### config.mk
export PLATFORM = sky130hd
export DESIGN_NAME = retire_trace_buffer
export DESIGN_NICKNAME = d
export VERILOG_FILES = /design/src/rtl/retire_trace_pkg.sv /design/src/rtl/trace_ram.sv /design/src/rtl/retire_trace_buffer.sv
export SDC_FILE = /design/constraint.sdc
export NUM_CORES = 2
export LEC_CHECK = 0
export ABC_AREA = 1
export ABC_CLOCK_PERIOD_IN_PS = 8800
export BUFFER_PORTS_ARGS = -buffer_cell sky130_fd_sc_hd__clkbuf_2
export CAP_MARGIN = 25
export CORE_ASPECT_RATIO = 0.7
export CORE_MARGIN = 4
export CORE_UTILIZATION = 45
export DETAILED_ROUTE_END_ITERATION = 8
export HOLD_SLACK_MARGIN = 0.02
export SYNTH_ARGS = -nofsm -noshare
export SYNTH_HDL_FRONTEND = slang
export SYNTH_SLANG_ARGS = --single-unit
### constraint.sdc
create_clock -name clk -period 8.8 [get_ports clk]
set_input_delay 1.76 -clock clk [delete_from_list [all_inputs] [get_ports clk]]
set_output_delay 1.76 -clock clk [all_outputs]
set_load 0.1 [all_outputs]
### src/rtl/retire_trace_pkg.sv
// Shared types and sizing for the retire trace buffer.
// Entry width grows by a 32-bit timestamp when RETIRE_TRACE_TIMESTAMP_EN is defined.
package retire_trace_pkg;
    localparam int XLEN_DEF = 64;
    localparam int ILEN_DEF = 32;

    typedef enum logic [1:0] {
        IDLE    = 2'd0,
        CAPTURE = 2'd1,
        POST    = 2'd2,
        FROZEN  = 2'd3
    } trace_state_e;

`ifdef RETIRE_TRACE_TIMESTAMP_EN
    localparam int TS_W = 32;
`else
    localparam int TS_W = 0;
`endif

    // Entry layout, LSB first: pc, instr, wdata, rd, wen, [ts]
    function automatic int entry_w(input int xlen, input int ilen);
        return xlen + ilen + xlen + 5 + 1 + TS_W;
    endfunction

    localparam int ENTRY_W = entry_w(XLEN_DEF, ILEN_DEF);
endpackage

### src/rtl/trace_ram.sv
// Simple dual-port entry store: synchronous write, registered read with write-through.
// Latency: read data valid one cycle after raddr is presented with re high.
// Backpressure: none; read register holds its value while re is low.
module trace_ram #(
    parameter int WIDTH = 8,
    parameter int DEPTH = 16
) (
    input  logic                     clk,
    input  logic                     rst_n,
    input  logic                     we,
    input  logic [$clog2(DEPTH)-1:0] waddr,
    input  logic [WIDTH-1:0]         wdata,
    input  logic                     re,
    input  logic [$clog2(DEPTH)-1:0] raddr,
    output logic [WIDTH-1:0]         rdata
);
    logic [WIDTH-1:0] mem [DEPTH];
    logic [WIDTH-1:0] rdata_q, rdata_d;

    always_ff @(posedge clk) begin
        if (we) begin
            mem[waddr] <= wdata;
        end
    end

    // Forward a same-cycle write so the final capture is visible on the first drain beat
    always_comb begin
        rdata_d = rdata_q;
        if (re) begin
            rdata_d = (we && (waddr == raddr)) ? wdata : mem[raddr];
        end
    end

    always_ff @(posedge clk or negedge rst_n) begin
        if (!rst_n) begin
            rdata_q <= '0;
        end else begin
            rdata_q <= rdata_d;
        end
    end

    assign rdata = rdata_q;
endmodule

### src/rtl/retire_trace_buffer.sv
// Retire trace capture: circular buffer with PC trigger, post-trigger window and drain port.
// Latency: rd_* registered, next entry presented the cycle after each pop; optional rd_ts via RETIRE_TRACE_TIMESTAMP_EN.
// Backpressure: rd_valid/rd_* hold while rd_ready is low; drain only in FROZEN.
module retire_trace_buffer
    import retire_trace_pkg::*;
#(
    parameter int XLEN         = XLEN_DEF,
    parameter int ILEN         = ILEN_DEF,
    parameter int DEPTH        = 16,
    parameter int POST_DEFAULT = 8
) (
    input  logic                     clk,
    input  logic                     reset,
    input  logic                     ret_valid,
    input  logic [XLEN-1:0]          ret_pc,
    input  logic [ILEN-1:0]          ret_instr,
    input  logic [XLEN-1:0]          ret_wdata,
    input  logic [4:0]               ret_rd,
    input  logic                     ret_wen,
    input  logic                     arm,
    input  logic                     cfg_wrap,
    input  logic                     cfg_trig_en,
    input  logic [XLEN-1:0]          cfg_trig_pc,
    input  logic [$clog2(DEPTH):0]   cfg_post,
    output logic                     rd_valid,
    input  logic                     rd_ready,
    output logic [XLEN-1:0]          rd_pc,
    output logic [ILEN-1:0]          rd_instr,
    output logic [XLEN-1:0]          rd_wdata,
    output logic [4:0]               rd_rd,
    output logic                     rd_wen,
`ifdef RETIRE_TRACE_TIMESTAMP_EN
    output logic [31:0]              rd_ts,
`endif
    output logic [$clog2(DEPTH):0]   count,
    output logic                     triggered,
    output logic                     overflow,
    output logic [1:0]               state_o
);
    localparam int AW = $clog2(DEPTH);
    localparam int CW = AW + 1;
    localparam int EW = entry_w(XLEN, ILEN);

    trace_state_e  state_q, state_d;
    logic [AW-1:0] wr_ptr_q, wr_ptr_d, rd_ptr_q, rd_ptr_d;
    logic [CW-1:0] count_q, count_d, post_q, post_d, eff_post;
    logic          trig_q, trig_d, ovf_q, ovf_d;
    logic          full, trig_hit, ram_we, ram_re;
    logic [EW-1:0] wr_entry, rd_entry;

`ifdef RETIRE_TRACE_TIMESTAMP_EN
    logic [31:0] ts_q, ts_d;

    always_comb begin
        ts_d = ts_q;
        if (arm) begin
            ts_d = '0;
        end else if ((state_q != IDLE) && (ts_q != 32'hFFFF_FFFF)) begin
            ts_d = ts_q + 32'd1;
        end
    end

    always_ff @(posedge clk or negedge reset) begin
        if (!reset) begin
            ts_q <= '0;
        end else begin
            ts_q <= ts_d;
        end
    end

    assign wr_entry = {ts_q, ret_wen, ret_rd, ret_wdata, ret_instr, ret_pc};
    assign rd_ts    = rd_entry[2*XLEN+ILEN+6 +: 32];
`else
    assign wr_entry = {ret_wen, ret_rd, ret_wdata, ret_instr, ret_pc};
`endif

    assign full     = (count_q == CW'(DEPTH));
    assign trig_hit = cfg_trig_en && (ret_pc == cfg_trig_pc);
    assign eff_post = (cfg_post == '0) ? CW'(POST_DEFAULT) : cfg_post;
    assign rd_valid = (state_q == FROZEN) && (count_q != '0);

    always_comb begin
        state_d  = state_q;
        wr_ptr_d = wr_ptr_q;
        rd_ptr_d = rd_ptr_q;
        count_d  = count_q;
        post_d   = post_q;
        trig_d   = trig_q;
        ovf_d    = ovf_q;
        ram_we   = 1'b0;
        if (arm) begin
            state_d  = CAPTURE;
            wr_ptr_d = '0;
            rd_ptr_d = '0;
            count_d  = '0;
            post_d   = '0;
            trig_d   = 1'b0;
            ovf_d    = 1'b0;
        end else begin
            case (state_q)
                CAPTURE, POST: begin
                    if (ret_valid) begin
                        if (full && !cfg_wrap) begin
                            ovf_d   = 1'b1;
                            state_d = FROZEN;
                        end else begin
                            ram_we   = 1'b1;
                            wr_ptr_d = wr_ptr_q + 1'b1;
                            if (full) begin
                                rd_ptr_d = rd_ptr_q + 1'b1;
                                ovf_d    = 1'b1;
                            end else begin
                                count_d = count_q + 1'b1;
                            end
                            if (state_q == CAPTURE) begin
                                if (trig_hit) begin
                                    trig_d  = 1'b1;
                                    post_d  = eff_post;
                                    state_d = (eff_post == '0) ? FROZEN : POST;
                                end
                            end else begin
                                post_d = post_q - 1'b1;
                                if (post_q == CW'(1)) begin
                                    state_d = FROZEN;
                                end
                            end
                        end
                    end
                end
                FROZEN: begin
                    if (rd_valid && rd_ready) begin
                        rd_ptr_d = rd_ptr_q + 1'b1;
                        count_d  = count_q - 1'b1;
                    end
                end
                default: begin
                end
            endcase
        end
    end

    always_ff @(posedge clk or negedge reset) begin
        if (!reset) begin
            state_q  <= IDLE;
            wr_ptr_q <= '0;
            rd_ptr_q <= '0;
            count_q  <= '0;
            post_q   <= '0;
            trig_q   <= 1'b0;
            ovf_q    <= 1'b0;
        end else begin
            state_q  <= state_d;
            wr_ptr_q <= wr_ptr_d;
            rd_ptr_q <= rd_ptr_d;
            count_q  <= count_d;
            post_q   <= post_d;
            trig_q   <= trig_d;
            ovf_q    <= ovf_d;
        end
    end

    // Read address tracks the next head so rd_* always shows mem[rd_ptr_q] in FROZEN
    assign ram_re = (state_d == FROZEN);

    trace_ram #(
        .WIDTH (EW),
        .DEPTH (DEPTH)
    ) u_ram (
        .clk   (clk),
        .rst_n (reset),
        .we    (ram_we),
        .waddr (wr_ptr_q),
        .wdata (wr_entry),
        .re    (ram_re),
        .raddr (rd_ptr_d),
        .rdata (rd_entry)
    );

    assign rd_pc     = rd_entry[0 +: XLEN];
    assign rd_instr  = rd_entry[XLEN +: ILEN];
    assign rd_wdata  = rd_entry[XLEN+ILEN +: XLEN];
    assign rd_rd     = rd_entry[2*XLEN+ILEN +: 5];
    assign rd_wen    = rd_entry[2*XLEN+ILEN+5];
    assign count     = count_q;
    assign triggered = trig_q;
    assign overflow  = ovf_q;
    assign state_o   = state_q;
endmodule

Word level (Yosys, flattened, before mapping) --
Memories as Yosys holds them, arrays and structs flattened. A register that Yosys moved wholly into a read port is not among the register bits. Index checks and enable logic that the tools add are counted.
Word-level totals: word-level logic and storage cells 95, memory bits (writable) 2656, input port bits 242, bits in registers 22, memories kept 1, output and inout bits 176
Memory list:
- u_ram.mem | words 16, bits a word 166, rd ports 1, clocked after memory_dff 1, wr ports 1, line trace_ram.sv:17 | logic [WIDTH-1:0] mem [DEPTH];
Operators by class: reductions and logical operators 21, equality and inequality tests 13, muxes and demuxes 48, add/sub/neg operators 5
Operator list (number):
- == test 64 bit | 1
- two-way mux 5 bit | 12
- two-way mux 4 bit | 9
- two-way mux 1 bit | 18
- two-way mux 2 bit | 7
- != test 3 bit (second input constant) | 4
- logical NOT 5 bit | 2
- case mux 5 bit (2 select lines) | 1
- AND reduction 5 bit | 2
- subtractor 5 x 1 -> 5 bit (second input constant) | 2
- adder 4 x 1 -> 4 bit (second input constant) | 2
- case mux 4 bit (2 select lines) | 1
- nonzero test 2 bit | 4
- == test 2 bit (second input constant) | 3
- AND reduction 3 bit | 2
- nonzero test 3 bit | 2
- adder 5 x 1 -> 5 bit (second input constant) | 1
- == test 5 x 1 -> 1 bit (second input constant) | 1
- == test 5 bit (second input constant) | 1
- nonzero test 5 bit | 1
- logical AND 1 bit | 4
- AND reduction 4 bit | 1
- != test 3 x 2 -> 1 bit (second input constant) | 1
- == test 2 x 1 -> 1 bit (second input constant) | 1
- 3 further kinds | 4

Longest topological paths before layout --
depth in word-level cells 11, mapped depth 19, mapped depth without buffers 17

By module --
From an unflattened synthesis, not the netlist that was laid out.
Unflattened totals: cell total of the unflattened synthesis 11563, area total of the unflattened synthesis 121691.7 µm²
By module, submodules not included:
- trace_ram | cells an instance 11106, area an instance 119030.4 µm², instances 1, sequential area each 83910.5 µm²
- retire_trace_buffer | cells an instance 457, area an instance 2661.3 µm², instances 1, sequential area each 550.5 µm²

Least setup slack after synthesis --
Ideal clock, no wire load.
kind in2reg, from input port ret_valid, to memory u_ram.mem[0][0] (netlist name), enable pin, buffers on the path 0, library setup time 0.695 ns, data required time 8.105 ns, stages 6, path slack -1.318 ns, arrival time 9.423 ns, cell sequence nand2_1 -> inv_1 -> o31ai_2 -> nor2_1 -> nand2_1 -> nor2_1
On the way: longest elaborated chain between the ends 5
RTL lines:
- start: declaration | line retire_trace_buffer.sv:14 | input logic ret_valid,
- two-way mux 1 bit | line retire_trace_buffer.sv:102 | if (ret_valid) begin
- two-way mux 1 bit | line retire_trace_buffer.sv:100 | case (state_q)
- two-way mux 1 bit | line retire_trace_buffer.sv:91 | if (arm) begin
- two-way mux 1 bit | line trace_ram.sv:21 | if (we) begin
- two-way mux 1 bit (implied by the code) | line trace_ram.sv:22 | mem[waddr] <= wdata;
- end: declaration | line trace_ram.sv:17
No other way between the ends.

Worst setup path in the final report --
from input port cfg_wrap, to register u_ram.rdata_q[115] (netlist: u_ram.rdata[115]), read port of u_ram.mem
On the way: longest elaborated chain between the ends 7, elaborated cells between the ends (all ways) 11, those cells by class eq/ne (1); mux (8); reduce/logical (2)
RTL lines:
- start: declaration | line retire_trace_buffer.sv:21 | input logic cfg_wrap,
- logical NOT 1 bit (*) | line retire_trace_buffer.sv:103 | if (full && !cfg_wrap) begin
- logical AND 1 bit (*) | line retire_trace_buffer.sv:103
- two-way mux 2 bit | line retire_trace_buffer.sv:103
- two-way mux 2 bit | line retire_trace_buffer.sv:102
- two-way mux 2 bit | line retire_trace_buffer.sv:100
- two-way mux 2 bit | line retire_trace_buffer.sv:91
- == test 2 bit | line retire_trace_buffer.sv:163 | assign ram_re = (state_d == FROZEN);
- end: declaration | line trace_ram.sv:18 | logic [WIDTH-1:0] rdata_q, rdata_d;
Every way passes the cells marked *; elsewhere a longest branch is shown, timed or not. A chain may end at the register's enable or synchronous reset.

==> impl_metrics.csv <==
group,metric,value,unit
final_layout,fillCellCount,24924,
power,p_int,0.02290,W
setup_path,path_common_cell,"nand3_1",
setup_path,path_class,"in -> reg",
cts,tritoncts,"done",
cts,cts.clk_slew.worst_paths,0.06,ns
cts,clock_sinks,2844,
sta,worstMarginPinSlew,1.342,ns
cts,root_buffer,"clkbuf_16",
die,rows,163,
synth,yosysMostFrequentCell,"nand3_1",
sta,slew_violations,0,
cts,clk_latency,0.88,ns
power,power_frac_seq,47.3,%
cts,cts_made_buffers,289,
sta,worst_clock_skew,0.03707,ns
setup_path,worst_setup_path_end_kind,"flop",
final_layout,fin_cells,16306,
die,num_io_pins,418,
routing,drtIter0Drc,9978,
synth,syn_inst,12206,
cts,cts_resized,0,
synth,synth.area.top_cells,"edfxtp_1 62%, nand3_1 13%, inv_1 6.6%",
job,maxCapViolations,0,
grt,grt_pass1_vias,87244,
synth,synth_edf_count,2656,
routing,drt-total-wl,396200,µm
final_layout,synthToLayoutAreaGrowth,11.19,%
routing,ant_nets,0,
min_path,hold_path.class,"reg -> reg",
routing,post_drt_wl_per_cell,24.30,µm
placed_design,hpwl,186800,µm
cts,cts_max_level,5,
setup_path,crit_slowest_cell,"buf_4",
power,powerDensity,231.2,nW/µm²
die,die_x,645.0,µm
sta,slew_headroom,10.54,%
synth,synth_top_area_share,62.40,%
placed_design,io_buffers,417,
cts,cts_setup_buffers,0,
power,pwr-share-clk,36.6,%
sta,max_freq,0.1854,GHz
routing,viasPerCell,5.531,
power,fin_total_pwr,0.03285,W
synth,synth-seq-area-share,66.08,%
grt,grt_pass1_wl,581200,µm
synth,synth.distinct_cells,38,
grt,antenna_found_initial,40,
cts,clk_path_buf_depth,4,
die,die_area,292800,µm²
cts,postCtsHoldBufs,0,
setup_path,crit_arrival,6.15,ns
sta,fin_ws,3.406,ns
die,core,282300,µm²
synth,synth_ff_type,"edfxtp_1",
routing,dr.pass1.iters,6,
sta,hold_viol,0,
grt,grt_max_degree,199,
power,swShare,30.29,%
setup_path,crit_chain,"clkbuf_2 -> nand2_1 -> clkinv_1 -> nand4_1 -> nand2_1 -> nand3_1 -> nand3_4 -> buf_12 -> buf_4 -> buf_12 -> buf_4 -> nand3_1 -> nand3_1 -> nand3_1 -> nand3_1 -> nand3_1 -> nand2_1 -> nand2_1",
grt,grt_overflow_total,0,
setup_path,max_stage_delay,0.65,ns
die,initial_utilization,45.28,%
synth,synth_commonest_cells,"3218 x nand3_1, 2656 x edfxtp_1, 2241 x inv_1",
placed_design,gp_congestion,0.8231,
synth,syn_nets,12462,
synth,synth_top_area_cell,"edfxtp_1",
power,peakVddDrop,0.1610,mV
sta,grt_setup_unrepaired,"false",
sta,post-route-period-util,61.30,%
synth,avgSynthCellArea,10.47,µm²
power,comb_power_share,16.1,%
placed_design,dp_cells,15763,
routing,drc,0,
routing,vias,90192,
setup_path,required,9.56,ns
outcome,status,"completed",
synth,yosysWarnings,0,
synth,synth_area,127800,µm²
sta,setup_viol,0,
placed_design,place_ws,2.543,ns
sta,period_minus_slack,5.394,ns
setup_path,crit_fanout,194,
setup_path,start_kind,"primary input",
final_layout,fin_nets,12520,
power,switchingPower,0.009953,W
grt,grt_util_all_layers,26.39,%
synth,ys_seq_elements,2844,
final_layout,drive_gt1_share,7.911,%
synth,synth-async-reset-ratio,6.610,%
die,die_h,453.9,µm
power,leakage,59.53,nW
## flip-flops by register name (all words and copies together) (netlist names)
register	count
count	5
u_ram.mem	2656
wr_ptr_q	4
rd_ptr_q	4
u_ram.rdata	166
state_o	2
triggered	1
post_q	5
overflow	1
## kinds of logic (layout without fill, tap and decap cells)
family,Yosys count,count (layout),synth area share (%)
other,0,22,0
AND/OR/NAND/NOR,6213,6213,23.81
buffers and inverters,3037,3320,9.460
XOR/XNOR,31,31,0.2124
AO/OA/AOI/OAI,67,67,0.2966
adder cells (fa/ha/maj),14,14,0.1429
flip-flops,2844,2844,66.08
## per-layer routing
metal  vias to the layer above  global-route usage [%]  wire length (µm)
met5                         -                       0               126
met4                        20                   9.318             13970
met3                       733                   4.088             32000
met2                      4108                   43.56            185900
met1                     44385                   35.58            164300
li1                      40946                       -                 -
## power groups by stage
stage	clock network (W)	logic [W]	registers [W]
floorplan	0	0.00188	0.0176
global placement	0	0.00523	0.0158
detailed placement	0	0.00529	0.0158
CTS	0.0122	0.00530	0.0156
global route	0.0128	0.00562	0.0156
finish	0.0120	0.00530	0.0155
## worst max-delay path, delay by kind of cell
kind	cells	cell delay [ns]
buffers and inverters	6	2.33
and+or+nand+nor	12	1.53
## cell type report
class	instances	area, µm²	area share (%)
antenna	22	55.05	0.03874
clock buffer	414	8197	5.768
clock inverter	102	805.8	0.5670
inverter	2247	8464	5.956
multi-input combinational	6325	31460	22.14
sequential	2844	84460	59.43
tap	3795	4748	3.341
timing repair buffer	557	3914	2.754
## placed cells by master, fill, tap and decap left out, types with 6 or more instances in the layout
| cell type | Yosys | layout |
|---|---|---|
| a21oi_1 | 16 | 16 |
| buf_12 | 0 | 50 |
| buf_16 | 0 | 7 |
| buf_4 | 41 | 83 |
| bufinv_16 | 0 | 11 |
| clkbuf_1 | 233 | 89 |
| clkbuf_16 | 0 | 301 |
| clkbuf_2 | 0 | 416 |
| clkbuf_8 | 0 | 24 |
| clkinv_1 | 1 | 41 |
| clkinv_2 | 0 | 35 |
| dfrtp_1 | 188 | 188 |
| diode_2 | 0 | 22 |
| edfxtp_1 | 2656 | 2656 |
| ha_1 | 13 | 13 |
| inv_1 | 2241 | 2240 |
| inv_6 | 0 | 6 |
| nand2_1 | 2108 | 2106 |
| nand3_1 | 3218 | 3218 |
| nand3b_1 | 794 | 794 |
| nand4_1 | 11 | 11 |
| nor2_1 | 57 | 40 |
| nor2_4 | 1 | 19 |
| nor3_1 | 7 | 7 |
| o21ai_0 | 35 | 35 |
| or2_2 | 6 | 6 |
| xnor2_1 | 15 | 15 |
| xor2_1 | 16 | 16 |
## final timing paths
kind | start | end | slack [ns] | cells after the start
hold / removal | u_ram.rdata[117] | u_ram.rdata[117] | 0.48 | 2
setup reg to reg | state_o[0] | u_ram.rdata[18] | 3.74 | 18
max in group asynchronous | reset | u_ram.rdata[17] | 6.58 | 2
setup / recovery | cfg_wrap | u_ram.rdata[115] | 3.41 | 18
hold reg to reg | u_ram.rdata[117] | u_ram.rdata[117] | 0.48 | 2
min in group asynchronous | reset | u_ram.rdata[108] | 0.86 | 1
## metrics by stage
step	cell area (µm²)	hold slack (ns)	setup TNS [ns]	utilization (%)
floorplan	127800	0.4530	-3501.24	-
detailed placement	132900	0.4671	0	47.09
finish	142100	0.4794	0	50.35
global placement	132800	0.4647	0	47.06
global route	142100	0.5019	0	50.34
CTS	141900	0.4841	0	50.28
Note: power is estimated with default switching activity, not from simulation.
